`config.mk`:
```
export PLATFORM = sky130hd
export DESIGN_NAME = div_32_seq
export DESIGN_NICKNAME = d
export VERILOG_FILES = /design/src/rtl/alu_pkg.sv /design/src/rtl/add_32.sv /design/src/rtl/div_32_seq.sv
export SDC_FILE = /design/constraint.sdc
export NUM_CORES = 1
export LEC_CHECK = 0
export ABC_AREA = 0
export CAP_MARGIN = 15
export CELL_PAD_IN_SITES_DETAIL_PLACEMENT = 0
export CELL_PAD_IN_SITES_GLOBAL_PLACEMENT = 1
export CORE_UTILIZATION = 43
export DETAILED_ROUTE_END_ITERATION = 8
export GPL_TIMING_DRIVEN = 0
export HOLD_SLACK_MARGIN = 0.03
export PLACE_DENSITY_LB_ADDON = 0.1
export SETUP_SLACK_MARGIN = 0.3
export SYNTH_ARGS = -nofsm -noshare
export SYNTH_HDL_FRONTEND = slang
export SYNTH_SLANG_ARGS = --single-unit
```
`constraint.sdc`:
```
create_clock -name clk -period 7.2 [get_ports clk]
set_clock_uncertainty 0.15 [all_clocks]
set_input_delay 1.8 -clock clk [delete_from_list [all_inputs] [get_ports clk]]
set_output_delay 1.8 -clock clk [all_outputs]
set_load 0.02 [all_outputs]
```
`src/rtl/alu_pkg.sv`:
```
// Shared ALU definitions: divider state encoding and constants.
package alu_pkg;

    typedef enum logic [1:0] {
        IDLE    = 2'd0,
        ITER    = 2'd1,
        CORRECT = 2'd2,
        SIGN    = 2'd3
    } div_state_t;

    localparam int unsigned DIV_ITERS     = 32;
    localparam logic [31:0] DIV_BY_ZERO_Q = 32'hFFFF_FFFF;

endpackage

```
`src/rtl/add_32.sv`:
```
// 32-bit adder built from 4-bit carry-lookahead groups with group-level carry ripple.
module add_32 (
    input  logic [31:0] i_a,
    input  logic [31:0] i_b,
    input  logic        i_cin,
    output logic [31:0] o_sum,
    output logic        o_cout
);

    logic [31:0] w_g;
    logic [31:0] w_p;
    logic [32:0] w_c;

    assign w_g = i_a & i_b;
    assign w_p = i_a ^ i_b;

    always_comb begin
        w_c    = '0;
        w_c[0] = i_cin;
        for (int unsigned k = 0; k < 8; k++) begin
            w_c[4*k+1] = w_g[4*k]
                       | (w_p[4*k] & w_c[4*k]);
            w_c[4*k+2] = w_g[4*k+1]
                       | (w_p[4*k+1] & w_g[4*k])
                       | (w_p[4*k+1] & w_p[4*k] & w_c[4*k]);
            w_c[4*k+3] = w_g[4*k+2]
                       | (w_p[4*k+2] & w_g[4*k+1])
                       | (w_p[4*k+2] & w_p[4*k+1] & w_g[4*k])
                       | (w_p[4*k+2] & w_p[4*k+1] & w_p[4*k] & w_c[4*k]);
            w_c[4*k+4] = w_g[4*k+3]
                       | (w_p[4*k+3] & w_g[4*k+2])
                       | (w_p[4*k+3] & w_p[4*k+2] & w_g[4*k+1])
                       | (w_p[4*k+3] & w_p[4*k+2] & w_p[4*k+1] & w_g[4*k])
                       | (w_p[4*k+3] & w_p[4*k+2] & w_p[4*k+1] & w_p[4*k] & w_c[4*k]);
        end
    end

    assign o_sum  = w_p ^ w_c[31:0];
    assign o_cout = w_c[32];

endmodule

```
`src/rtl/div_32_seq.sv`:
```
// Sequential signed 32-bit non-restoring divider feeding the shared add_32.
// Quotient goes to ZLO, remainder to ZHI; start/busy/done handshake to control.
module div_32_seq
    import alu_pkg::*;
(
    input  logic        clk,
    input  logic        clr,
    input  logic        start,
    input  logic [31:0] dividend,
    input  logic [31:0] divisor,
    output logic        busy,
    output logic        done,
    output logic [31:0] quotient,
    output logic [31:0] remainder,
    output logic        div_by_zero
);

    div_state_t  r_state;
    logic [31:0] r_q;
    logic [32:0] r_r;
    logic [32:0] r_d;
    logic [5:0]  r_cnt;
    logic        r_sq;
    logic        r_sr;
    logic        r_zpend;
    logic        r_busy;
    logic        r_done;
    logic [31:0] r_quotient;
    logic [31:0] r_remainder;
    logic        r_dbz;

    logic [31:0] w_add_a;
    logic [31:0] w_add_b;
    logic        w_add_cin;
    logic [31:0] w_sum;
    logic        w_cout;
    logic        w_sub;
    logic [32:0] w_rs;
    logic [32:0] w_dop;
    logic [32:0] w_iter_r;
    logic [32:0] w_corr_r;
    logic [31:0] w_babs;
    logic [31:0] w_rneg;

    assign w_sub    = ~r_r[32];
    assign w_rs     = {r_r[31:0], r_q[31]};
    assign w_dop    = w_sub ? ~r_d : r_d;
    assign w_iter_r = {w_rs[32] ^ w_dop[32] ^ w_cout, w_sum};
    assign w_corr_r = {r_r[32] ^ r_d[32] ^ w_cout, w_sum};
    assign w_babs   = divisor[31] ? (~divisor + 32'd1) : divisor;
    assign w_rneg   = ~r_r[31:0] + 32'd1;

    // The adder is idle in IDLE, so it takes |dividend| there; SIGN negates Q.
    always_comb begin
        w_add_a   = '0;
        w_add_b   = '0;
        w_add_cin = 1'b0;
        case (r_state)
            IDLE: begin
                w_add_a   = ~dividend;
                w_add_cin = 1'b1;
            end
            ITER: begin
                w_add_a   = w_rs[31:0];
                w_add_b   = w_dop[31:0];
                w_add_cin = w_sub;
            end
            CORRECT: begin
                w_add_a   = r_r[31:0];
                w_add_b   = r_d[31:0];
            end
            SIGN: begin
                w_add_a   = ~r_q;
                w_add_cin = 1'b1;
            end
            default: ;
        endcase
    end

    add_32 u_add (
        .i_a    (w_add_a),
        .i_b    (w_add_b),
        .i_cin  (w_add_cin),
        .o_sum  (w_sum),
        .o_cout (w_cout)
    );

    always_ff @(posedge clk or posedge clr) begin
        if (clr) begin
            r_state     <= IDLE;
            r_q         <= '0;
            r_r         <= '0;
            r_d         <= '0;
            r_cnt       <= '0;
            r_sq        <= 1'b0;
            r_sr        <= 1'b0;
            r_zpend     <= 1'b0;
            r_busy      <= 1'b0;
            r_done      <= 1'b0;
            r_quotient  <= '0;
            r_remainder <= '0;
            r_dbz       <= 1'b0;
        end else begin
            r_done <= 1'b0;
            case (r_state)
                IDLE: begin
                    // Divide-by-zero spends one cycle pending so done lands one edge after start.
                    if (r_zpend) begin
                        r_zpend     <= 1'b0;
                        r_quotient  <= DIV_BY_ZERO_Q;
                        r_remainder <= r_q;
                        r_dbz       <= 1'b1;
                        r_done      <= 1'b1;
                    end else if (start) begin
                        r_dbz <= 1'b0;
                        r_cnt <= '0;
                        r_r   <= '0;
                        r_sq  <= dividend[31] ^ divisor[31];
                        r_sr  <= dividend[31];
                        if (divisor == '0) begin
                            r_q     <= dividend;
                            r_zpend <= 1'b1;
                        end else begin
                            r_q     <= dividend[31] ? w_sum : dividend;
                            r_d     <= {1'b0, w_babs};
                            r_busy  <= 1'b1;
                            r_state <= ITER;
                        end
                    end
                end
                ITER: begin
                    r_r   <= w_iter_r;
                    r_q   <= {r_q[30:0], ~w_iter_r[32]};
                    r_cnt <= r_cnt + 6'd1;
                    if (r_cnt == 6'(DIV_ITERS - 1)) begin
                        r_state <= CORRECT;
                    end
                end
                CORRECT: begin
                    if (r_r[32]) begin
                        r_r <= w_corr_r;
                    end
                    r_state <= SIGN;
                end
                SIGN: begin
                    r_quotient  <= r_sq ? w_sum : r_q;
                    r_remainder <= r_sr ? w_rneg : r_r[31:0];
                    r_busy      <= 1'b0;
                    r_done      <= 1'b1;
                    r_state     <= IDLE;
                end
                default: r_state <= IDLE;
            endcase
        end
    end

    assign busy        = r_busy;
    assign done        = r_done;
    assign quotient    = r_quotient;
    assign remainder   = r_remainder;
    assign div_by_zero = r_dbz;

endmodule

```
; ---- Yosys cells after proc, flatten, opt, wreduce, memory -nomap -nowiden
; Index checks and enable logic that the tools add are counted.
[totals]
out_inout_bits = 67
word_cells = 306
ff_bits = 175
[op_classes]
n_eq_ne = 10
reduce_logical = 16
muxes = 39
add_sub_neg = 3
bitwise = 224
[ops]
columns = cell, n
row1 = $mux W32, 9
row2 = $pmux W32 S2, 4
row3 = $mux W33, 4
row4 = $and A1 B1 Y1, 128
row5 = $not A32 Y32, 4
row6 = $pmux W32 S4, 1
row7 = $pmux W33 S3, 1
row8 = $or A1 B1 Y1, 80
row9 = $add A32 B1 Y32 const B, 2
row10 = $xor A32 B32 Y32, 2
row11 = $not A32 Y33, 1
row12 = $and A32 B32 Y32, 1
row13 = $logic_not A32 Y1, 1
row14 = $reduce_and A4 Y1, 4
row15 = $mux W6, 2
row16 = $ne A2 B2 Y1 const B, 6
row17 = $pmux W6 S2, 1
row18 = $mux W1, 9
row19 = $reduce_and A3 Y1, 3
row20 = $mux W2, 4
row21 = $pmux W2 S4, 1
row22 = $add A6 B1 Y6 const B, 1
row23 = $eq A6 B5 Y1 const B, 1
row24 = $pmux W1 S2, 3
row25 = other kinds (9), 19

; ---- Depth between registers and ports, before layout
[depth]
ltp_word = 29
depth_mapped = 23
depth_no_buf = 21

; ---- Modules after synthesis
; From an unflattened synthesis, not the netlist that was laid out.
[hier_totals]
hier_cells = 1473
hier_area_um2 = 12637.1
[by_module_without_submodules]
columns = module, instances, seq_area_each_um2, cells_each, area_each_um2
row1 = div_32_seq, 1, 4379.2, 1282, 11129.4
row2 = add_32, 1, 0.0, 191, 1507.7

; ---- Worst setup path before layout
; OpenSTA, ideal clock, no wires.
[synth_timing]
path_kind = register to register
startpoint = register r_state[0]
endpoint = register r_q[29]
path_buffers = 3
setup_slack_ns = 2.375
setup_time_ns = 0.133
path_stages_with_launch = 20
arrival_time_ns = 4.542
cell_sequence = dfrtp_1 inv_1 ha_1 clkbuf_1 clkbuf_1 buf_1 mux2i_1 ha_1 nand4_1 nor4b_1 a211oi_1 a31oi_1 a211o_1 a21oi_1 o21ba_2 fa_1 xor2_1 o211ai_1 o211ai_1 o21ai_0
[synth_between]
elab_chain_len = 28
[synth_lines]
columns = element, line
row1 = "start, declared", div_32_seq.sv:18  ; div_state_t r_state;
row2 = "start signal, assigned", div_32_seq.sv:90  ; r_state <= IDLE;
row3 = "start signal, assigned", div_32_seq.sv:127  ; r_state <= ITER;
row4 = "start signal, assigned", div_32_seq.sv:136  ; r_state <= CORRECT;
row5 = $eq A2 B2 Y1 (tied with other cells), div_32_seq.sv:58  ; case (r_state)
row6 = $pmux W32 S4 or $pmux W32 S2 (tied branches), div_32_seq.sv:58
row7 = $xor A32 B32 Y32 or $and A32 B32 Y32 (tied branches), "add_32.sv:15, add_32.sv:14"
row8 = $and A1 B1 Y1 (on tied branches), -
row9 = $or A1 B1 Y1 (tied with other cells), add_32.sv:31  ; | (w_p[4*k+3] & w_g[4*k+2])
row10 = $or A1 B1 Y1 (tied with other cells), add_32.sv:32  ; | (w_p[4*k+3] & w_p[4*k+2] & w_g[4*k+1])
row11 = $or A1 B1 Y1 or $and A1 B1 Y1 (tied branches), "add_32.sv:33, add_32.sv:34"
row12 = $or A1 B1 Y1, add_32.sv:34  ; | (w_p[4*k+3] & w_p[4*k+2] & w_p[4*k+1] & w_p[4*k] & w_c[4*k]);
row13 = (+12 left out), -
row14 = $and A1 B1 Y1, add_32.sv:22  ; | (w_p[4*k] & w_c[4*k]);
row15 = $or A1 B1 Y1, add_32.sv:22
row16 = $xor A32 B32 Y32, add_32.sv:38  ; assign o_sum = w_p ^ w_c[31:0];
row17 = $mux W32, div_32_seq.sv:124  ; r_q <= dividend[31] ? w_sum : dividend;
row18 = $mux W32, div_32_seq.sv:120  ; if (divisor == '0) begin
row19 = $mux W32, div_32_seq.sv:114  ; end else if (start) begin
row20 = $mux W32, div_32_seq.sv:108  ; if (r_zpend) begin
row21 = $pmux W32 S2, div_32_seq.sv:105  ; case (r_state)
row22 = "end signal, assigned", div_32_seq.sv:121  ; r_q <= dividend;
row23 = "end signal, assigned", div_32_seq.sv:124
row24 = "end signal, assigned", div_32_seq.sv:133  ; r_q <= {r_q[30:0], ~w_iter_r[32]};
row25 = "end, declared", div_32_seq.sv:19  ; logic [31:0] r_q;
; Parallel ways exist; a longest one is shown, timed or not. The select of a mux whose other input is x is not followed.
; A chain may end at the register's enable or synchronous reset.

; ---- Worst setup path in the final report
[layout_timing]
startpoint = register r_state[1]
endpoint = register r_q[29]
; Same word-level chain as after synthesis.

==> out/qor.txt <==
layout cells sized above 1: 4.06%
share of async-settable or async-resettable flops after synthesis: 100%
worst hold path class: reg2reg
via count of the first global-routing pass: 10500
count of input and output buffers: 132
number of levels the H-tree was split into: 4
clock root buffer master: clkbuf_16
largest stage delay on the critical path: 0.70 ns
WL final: 40.1 mm
shortest period the worst path allows: 6.46 ns
floorplan die area: 0.0281 mm2
critical register-to-register path startpoint: r_state[1]
GRT Resource Usage Total: 29.0%
clock latency on the worst-skew pair: 0.45 ns
number of gates given a new drive strength after cts: 0
Hold Crit Endpoint: remainder[1]
initial detailed-routing violation count: 1128
register-to-register setup slack: 0.74 ns
cell accounting for the most synthesized area: dfrtp_1
maximum fanout along the worst path: 10
Vert. Die Dim: 168 um
met3 track demand over resource in global routing: 3.81%
final clock period utilization by the worst path: 89.7%
syn_nets: 1528
Starting Density: 43.8%
global-route wire length before repair: 61.4 mm
core area: 0.0269 mm2
Avg Synthesized Cell Area: 8.35 um2
routed vias: 11000
number of remaining DRC errors: 0
remaining global-route overflow: 0
Fin. Hold Viols: 0
post-detailed-placement cell area: 0.0136 mm2
WHS: 0.329 ns
RD Place Congestion: 0.915
most common cell type on the critical path: o211ai_1
post-CTS setup repair buffer count: 0
maximum clock path buffer count: 2
first-pass iteration count of the detailed router: 6
Ports: 134
outcome: finished, final reports clean
maximum resistive drop on vdd: 0.220 mV
number of pins exceeding their max-slew limit in the final report: 0
number of buffers inserted by hold repair at cts: 0
number of enable flip-flop cells after synthesis: 0
Max Clk Rate: 155 MHz
leakage power summed over all cells: 5.91 nW
final antenna-violating net count: 0
total power per unit cell area: 569 mW/mm2
post-synth top area share: 37.2%
number of cells on the worst reg-to-reg path: 19
most utilized layer in the global route result: met2
maximum capacitance violations: 0
startpoint class of the critical path: flop
leading cell types by total area after synthesis: dfrtp_1 (37%), o21ai_0 (8.1%), nand2_1 (6.2%), a21oi_1 (5.3%), xor2_1 (4.8%)
HPWL after detailed placement: 32.5 mm
number of warning messages in the yosys log: 0
startpoint-to-endpoint class of the critical path: reg2reg
launch point of the worst hold path: remainder[1]
clock tree from TritonCTS: yes
cells along the critical path: inv_1 -> ha_1 -> clkbuf_1 -> clkbuf_1 -> buf_1 -> mux2i_1 -> ha_1 -> nand2_1 -> a211oi_1 -> o211ai_1 -> a31oi_1 -> a211o_1 -> a21oi_1 -> o21ba_2 -> fa_1 -> xor2_1 -> o211ai_1 -> o211ai_1 -> o21ai_0
grt met1 use: 38.6%
fraction of the yosys area taken by sequential cells: 37.2%
grt met2 use: 47.9%
required arrival time at the worst endpoint: 7.36 ns
ant diodes: 0
number of endpoints failing setup at the final stage: 0
cell area after synthesis: 0.0118 mm2
post-layout net count: 1680
routed wire length per instance: 20.9 um
CP Buf/Inv Count: 4
predominant post-synthesis flop cell: dfrtp_1
unrepaired setup endpoints after global routing: false
total of fill cells in the finished design: 2649
Rel. slew slack: 32.8%
Distinct cells, synth: 65
largest net degree at the start of global routing: 120
Gate Count Post-Synth: 1411
number of placement rows: 60
cell family with most CP delay: compound AO/OA/AOI/OAI gates
TritonCTS Buffers: 17
via density per instance: 5.76
clock sinks: 175
Reg-to-Reg End: r_q[29]
element type at the critical path end: flop
clk slew on worst S/H paths: 0.07 ns
initial antenna violation count: 0
layout overhead on the synthesized area: 20.1%
post-route cell area: 0.0141 mm2
CP max stage cell: buf_1
Data arrival, critical path: 6.61 ns
Die Wd: 168 um
Hold Path Stages: 2
Worst Tran Pin Value: 1.00 ns
post-synthesis sequential element count: 175
[through the flow]
stage	TNS, ns	total power, mW	util (%)	setup WS, ns	std cells
5_1_grt	0	8.61	52.6	0.355	1917
6_report	0	8.04	52.6	0.742	1917
3_5_place_dp	0	7.03	50.5	0.846	1885
4_1_cts	0	7.96	52.6	0.810	1917
3_3_place_gp	-352.37	6.96	50.3	-2.04	1884
2_1_floorplan	0	5.22	-	0.505	1411
[how the worst max path moves through the flow]
stage                           from           end  slack, ns  cells past startpoint
after floorplan                  clr          busy       0.50                      1
after global placement           clr       r_d[10]      -2.04                      2
after detailed placement  r_state[0]  quotient[29]       0.85                     18
after CTS                 r_state[1]       r_q[29]       0.81                     19
after global routing      r_state[0]       r_q[29]       0.36                     19
final                     r_state[1]       r_q[29]       0.74                     19
[placed cells by master, fill, tap and decap left out, types with 13 or more instances in the layout]
| master | count |
|---|---|
| a222oi_1 | 16 |
| dfrtp_1 | 175 |
| o22a_1 | 13 |
| nor2_1 | 92 |
| mux2i_1 | 48 |
| clkbuf_16 | 17 |
| clkdlybuf4s50_1 | 132 |
| a21oi_1 | 124 |
| o31ai_1 | 22 |
| nand3_1 | 20 |
| a21o_1 | 14 |
| ha_1 | 42 |
| nor2b_1 | 34 |
| nand2_1 | 193 |
| a22o_1 | 16 |
| a31oi_1 | 23 |
| a211oi_1 | 19 |
| clkbuf_1 | 85 |
| buf_1 | 13 |
| xnor2_1 | 21 |
| xor2_1 | 65 |
| inv_1 | 36 |
| o21ai_0 | 190 |
[worst min-delay path: stages (launching register included)]
cell	delay, ns
dfrtp_1	0.34
nand2_1	0.04
o21ai_0	0.06
[cells by family after synthesis]
family / share of synthesized area [%]
AOI/OAI and AO/OA: 25.1
and+or+nand+nor: 16.1
muxes: 4.46
xor gates and xnor gates: 6.40
DFF: 37.2
adders and majority gates: 5.82
buffers and inverters: 4.94
[area by class of cell]
type / count / area (um2) / share of cell area (%)
clock buffer: 18 / 439 / 3.10
inverter: 37 / 146 / 1.03
sequential: 175 / 4380 / 31.0
timing repair buffer: 133 / 1350 / 9.54
tap: 341 / 427 / 3.02
buffer: 110 / 443 / 3.13
clock inverter: 14 / 145 / 1.03
multi-input combinational: 1089 / 6820 / 48.2
[registers in the layout (all words and copies together), names as in the netlist, 2 cells and up]
signal	cells
r_d	32
r_state	2
r_cnt	6
remainder	32
r_r	33
r_q	32
quotient	32
[per-layer routing]
metal  vias to the layer above  share of wire [%]
met1                      5142                 44
met2                       458                 46
met5                         -                  0
li1                       5358                  -
met3                        85                6.4
met4                         0                3.9
[cell usage after synthesis, drive strengths merged (6+ instances only)]
| master | n |
|---|---|
| nand2 | 193 |
| nor2b | 34 |
| o31ai | 23 |
| nor3 | 12 |
| or3 | 15 |
| a21oi | 124 |
| o21ai | 196 |
| and3 | 6 |
| nand3 | 20 |
| buf | 22 |
| fa | 8 |
| nand2b | 10 |
| a22o | 16 |
| a31oi | 23 |
| o211ai | 8 |
| o41ai | 8 |
| ha | 42 |
| xor2 | 65 |
| clkbuf | 88 |
| dfrtp | 175 |
| a222oi | 16 |
| nor2 | 92 |
| a21o | 14 |
| o22a | 13 |
| mux2i | 48 |
| xnor2 | 21 |
| a211oi | 19 |
| inv | 37 |
| or4 | 14 |
[where the power goes]
group / switching [mW] / total (mW) / internal, mW / leakage (nW)
registers: 0.389 / 1.78 / 1.39 / 2.13
clock network: 0.466 / 0.938 / 0.472 / 0.281
logic: 3.35 / 5.32 / 1.97 / 3.50
total: 4.21 / 8.04 / 3.84 / 5.91
Power figures use the tool's default switching activity.
